File: src/rtl/uart_arb_pkg.sv
// Shared types for the two-source UART transmit arbiter.
package uart_arb_pkg;

    typedef enum logic [1:0] {
        ST_IDLE,
        ST_POP,
        ST_LAT,
        ST_SEND
    } arb_state_t;

    typedef logic src_idx_t;

endpackage

File: src/rtl/rr_arbiter2.sv
// Two-way round-robin selector: a tie goes to the source not served last.
module rr_arbiter2
    import uart_arb_pkg::*;
(
    input  logic [1:0] req,
    input  src_idx_t   last_served,
    output src_idx_t   grant
);

    always_comb begin
        grant = 1'b0;
        case (req)
            2'b01:   grant = 1'b0;
            2'b10:   grant = 1'b1;
            2'b11:   grant = ~last_served;
            default: grant = 1'b0;
        endcase
    end

endmodule

File: src/rtl/uart_tx_arbiter.sv
// Pops bytes from two FIFOs in round-robin bursts and presents them to a UART transmitter.
module uart_tx_arbiter
    import uart_arb_pkg::*;
#(
    parameter int WIDTH     = 8,
    parameter int BURST_LEN = 4
) (
    input  logic             clk_i,
    input  logic             rst_ni,
    input  logic             fifo0_empty_i,
    output logic             fifo0_rd_en_o,
    input  logic [WIDTH-1:0] fifo0_rd_data_i,
    input  logic             fifo1_empty_i,
    output logic             fifo1_rd_en_o,
    input  logic [WIDTH-1:0] fifo1_rd_data_i,
    output logic [WIDTH-1:0] tx_data_o,
    output logic             tx_valid_o,
    input  logic             tx_ready_i,
    output logic             grant_o,
    output logic             busy_o
);

    localparam int             CW        = $clog2(BURST_LEN + 1);
    localparam logic [CW-1:0]  BURST_MAX = CW'(BURST_LEN);

    arb_state_t       state;
    src_idx_t         sel;
    src_idx_t         last_served;
    src_idx_t         rr_grant;
    logic [CW-1:0]    burst_cnt;
    logic [CW-1:0]    burst_inc;
    logic [1:0]       req;
    logic [1:0]       rd_en_q;
    logic             sel_empty;
    logic [WIDTH-1:0] tx_data_q;
    logic             tx_valid_q;
    logic             grant_q;
    logic             busy_q;

    assign req       = {~fifo1_empty_i, ~fifo0_empty_i};
    assign sel_empty = sel ? fifo1_empty_i : fifo0_empty_i;
    assign burst_inc = (burst_cnt == BURST_MAX) ? burst_cnt : burst_cnt + CW'(1);

    rr_arbiter2 u_rr_arbiter2 (
        .req         (req),
        .last_served (last_served),
        .grant       (rr_grant)
    );

    always_ff @(posedge clk_i or negedge rst_ni) begin
        if (!rst_ni) begin
            state       <= ST_IDLE;
            sel         <= 1'b0;
            last_served <= 1'b1;
            burst_cnt   <= '0;
            rd_en_q     <= 2'b00;
            tx_data_q   <= '0;
            tx_valid_q  <= 1'b0;
            grant_q     <= 1'b0;
            busy_q      <= 1'b0;
        end else begin
            case (state)
                ST_IDLE: begin
                    if (|req) begin
                        sel     <= rr_grant;
                        grant_q <= rr_grant;
                        rd_en_q <= rr_grant ? 2'b10 : 2'b01;
                        busy_q  <= 1'b1;
                        state   <= ST_POP;
                    end
                end
                // A pop is only issued against a non-empty FIFO; if it drained, abandon.
                ST_POP: begin
                    rd_en_q <= 2'b00;
                    if (sel_empty) begin
                        busy_q <= 1'b0;
                        state  <= ST_IDLE;
                    end else begin
                        state  <= ST_LAT;
                    end
                end
                ST_LAT: begin
                    tx_data_q  <= sel ? fifo1_rd_data_i : fifo0_rd_data_i;
                    tx_valid_q <= 1'b1;
                    state      <= ST_SEND;
                end
                ST_SEND: begin
                    if (tx_ready_i) begin
                        tx_valid_q <= 1'b0;
                        if (burst_inc < BURST_MAX && !sel_empty) begin
                            burst_cnt <= burst_inc;
                            rd_en_q   <= sel ? 2'b10 : 2'b01;
                            state     <= ST_POP;
                        end else begin
                            burst_cnt   <= '0;
                            last_served <= sel;
                            busy_q      <= 1'b0;
                            state       <= ST_IDLE;
                        end
                    end
                end
                default: begin
                    rd_en_q    <= 2'b00;
                    tx_valid_q <= 1'b0;
                    busy_q     <= 1'b0;
                    state      <= ST_IDLE;
                end
            endcase
        end
    end

    assign fifo0_rd_en_o = rd_en_q[0] & ~fifo0_empty_i;
    assign fifo1_rd_en_o = rd_en_q[1] & ~fifo1_empty_i;
    assign tx_data_o     = tx_data_q;
    assign tx_valid_o    = tx_valid_q;
    assign grant_o       = grant_q;
    assign busy_o        = busy_q;

endmodule

File: config.mk
export PLATFORM = sky130hd
export DESIGN_NAME = uart_tx_arbiter
export DESIGN_NICKNAME = d
export VERILOG_FILES = /design/src/rtl/uart_arb_pkg.sv /design/src/rtl/rr_arbiter2.sv /design/src/rtl/uart_tx_arbiter.sv
export SDC_FILE = /design/constraint.sdc
export NUM_CORES = 1
export LEC_CHECK = 0
export ABC_AREA = 0
export CORE_AREA = 2 2 61 63
export DETAILED_ROUTE_END_ITERATION = 12
export DIE_AREA = 0 0 63 65
export GPL_TIMING_DRIVEN = 1
export PLACE_DENSITY_LB_ADDON = 0.25
export SLEW_MARGIN = 30
export SYNTH_ARGS = -nofsm -noshare
export SYNTH_HDL_FRONTEND = slang
export SYNTH_SLANG_ARGS = --single-unit
File: constraint.sdc
create_clock -name clk_i -period 1.8 [get_ports clk_i]
set_clock_uncertainty 0.05 [all_clocks]
set_input_delay 0.54 -clock clk_i [delete_from_list [all_inputs] [get_ports clk_i]]
set_output_delay 0.54 -clock clk_i [all_outputs]
set_load 0.1 [all_outputs]
==> impl_metrics.yaml <==
floorplan:
  coreArea_um2: 3500
  io_pins: 34
  die_area_um2: 4100
  initial_core_util_pct: 28.1
  die_w_um: 63
  fp.dieH_um: 65
  fp-row-count: 22
worst_setup_path:
  path_cells: "ha_2 > or2_4 > and4_4 > a211oi_4 > mux2_4"
  cp_slowest_cell: "dfrtp_1"
  path_delay_family: "simple AND/OR/NAND/NOR gates"
  cp_slowest_stage_delay_ns: 0.41
  end_kind: "flop"
  criticalPathCategory: "reg -> reg"
  crit_cells: 5
  startpoint_type: "flop"
  path_buf_inv: 0
  worst-path-max-fanout: 3
  cp.arrival_ns: 1.86
  reg2reg_depth: 5
  cp.required_ns: 1.93
synth:
  ys_warn_count: 0
  yosys.area.top_type: "dfrtp_1"
  syn_nets: 117
  syn_area_per_cell_um2: 10.5
  ys_seq_elements: 19
  netlist_top_cells_area: "dfrtp_1, mux2i_1, nand2_1"
  netlist_instances: 94
  synth_seq_area_share_pct: 48.5
  synth_cell_types: 30
  yosysTopAreaCellShare_pct: 45.8
  syn_area_um2: 983
placed_design:
  io_buffer_count: 33
  dp_slack_ns: -0.342
  dp_hpwl_um: 1590
  place.gp.congestion: 0.848
clocking:
  htreeDepth: 1
  clock_latency_ns: 0.28
  cts_tree: "yes"
  root_buffer: "clkbuf_4"
  numCtsBuffers: 3
  cts.sinks: 19
  path_clk_slew_ns: 0.10
  cts_buffer_depth: 2
finish:
  area_delta_synth_final_pct: 64.1
  antennaDiodeCount: 0
  final_common_cell: "clkdlybuf4s50_1"
  layout_common_cells: "clkdlybuf4s50_1, dfrtp_1, nand2_1"
  fin_nets: 162
  drive_gt1_share_pct: 31.2
sta:
  relSlewSlack_pct: 60.6
  worst-slew-pin-transition_ns: 0.591
  setup_viol: 0
  final.setup.worst_slack_ns: 0.0737
  finalCriticalPeriod_ns: 1.73
  fmax_ghz: 0.579
  hold_viol: 0
  slew_violations: 0
  rsz0062_at_grt: "false"
  fin_crit_sh_pct: 95.9
grt:
  grt_antenna_before_repair: 0
  gr-usage-all-layers_pct: 10.7
  grt_overflow_total: 0
  first_global_vias: 817
  grt_max_degree: 20
  grt_pass1_wl_um: 3530
drt:
  vias: 823
  ant_nets: 0
  drtPass1Iterations: 3
  avgViaCountPerCell: 4.42
  routed_wirelength_um: 2110
  routedWlPerCell_um: 11.3
  drcViolationCount: 0
  dr.first_iter.drc_count: 28
hold_path:
  holdPathStages: 1
  hp-class: "reg -> reg"
run:
  drv_cap: 0
status:
  status: "finished, final reports clean"
==> area by class of cell <==
type                       instances  area [um^2]
fill                             353         1880
timing repair buffer              44          543
multi-input combinational         68          493
sequential                        19          480
tap                               48         60.1
clock buffer                       4         26.3
inverter                           3         11.3
==> sequential cells by signal, indices dropped and copies added (netlist names), named ones only <==
name         cells
tx_data_o        8
last_served      1
tx_valid_o       1
grant_o          1
burst_cnt        3
busy_o           1
state            1
rd_en_q          2
==> worst reg2reg max path: cells and delay by family, from the launching register on <==
kind / cells / cell delay, ns
mux: 1 / 0.32
fa+ha+maj: 1 / 0.19
simple gates: 2 / 0.43
flops: 1 / 0.41
compound gates: 1 / 0.21
==> what timing repair did <==
item,CTS,global route
pin swaps,1,0
gates cloned,0,0
gates resized for setup,6,3
setup buffers,1,1
setup endpoints to repair,4,4
hold buffers,0,0
==> through the flow <==
step                      area, um^2  util (%)  setup TNS, ns  std cells  hold slack [ns]
after global placement          1580      45.1          -1.70        181            0.441
after floorplan                 1000         -              0         94            0.194
after detailed placement        1580      45.1          -1.85        181            0.459
final                           1610      46.2              0        186            0.480
after CTS                       1610      46.0              0        185            0.483
after global routing            1610      46.2              0        186            0.505
==> cells by family after synthesis <==
kind of cell	Yosys count	synth area share, %
AND/OR/NAND/NOR	32	16.2
AO/OA/AOI/OAI	22	15.5
flip-flops	19	48.5
multiplexers	12	14.1
buffers and inverters	7	3.18
adder cells (fa/ha/maj)	2	2.54
==> Yosys cell counts (all sizes together) <==
cell and count:
nor2 3, a22o 1, nand3b 1, a31oi 2
nand3 1, ha 2, a211oi 1, dfrtp 18
and2 1, nand2b 2, dfstp 1, and4 1
or2 1, a21boi 1, o21ai 9, o41ai 1
o22ai 1, nor3 1, mux2i 9, a31o 1
o31ai 1, mux2 3, inv 3, nor2b 4
a21oi 3, buf 4, o22a 1, nand2 17
==> path summary, 6_finish.rpt <==
kind                               from           end  slack, ns
max in group asynchronous        rst_ni   last_served       0.91
min in group asynchronous        rst_ni        busy_o       0.53
hold / removal             burst_cnt[2]  burst_cnt[2]       0.48
setup / recovery           burst_cnt[0]    rd_en_q[1]       0.07
hold reg to reg            burst_cnt[2]  burst_cnt[2]       0.48
setup reg to reg           burst_cnt[0]    rd_en_q[1]       0.07
==> per-layer routing <==
| layer | vias up | global-route usage (%) | share of wire [%] |
|---|---|---|---|
| li1 | 417 | - | - |
| met1 | 380 | 13.3 | 44 |
| met2 | 26 | 17.7 | 46 |
| met3 | 0 | 3.99 | 9.9 |
| met4 | 0 | 2.50 | 0 |
| met5 | - | 0 | 0 |
Power is not shown: default switching activity piles up to over one toggle a cycle in this logic, so the estimate is an artifact.
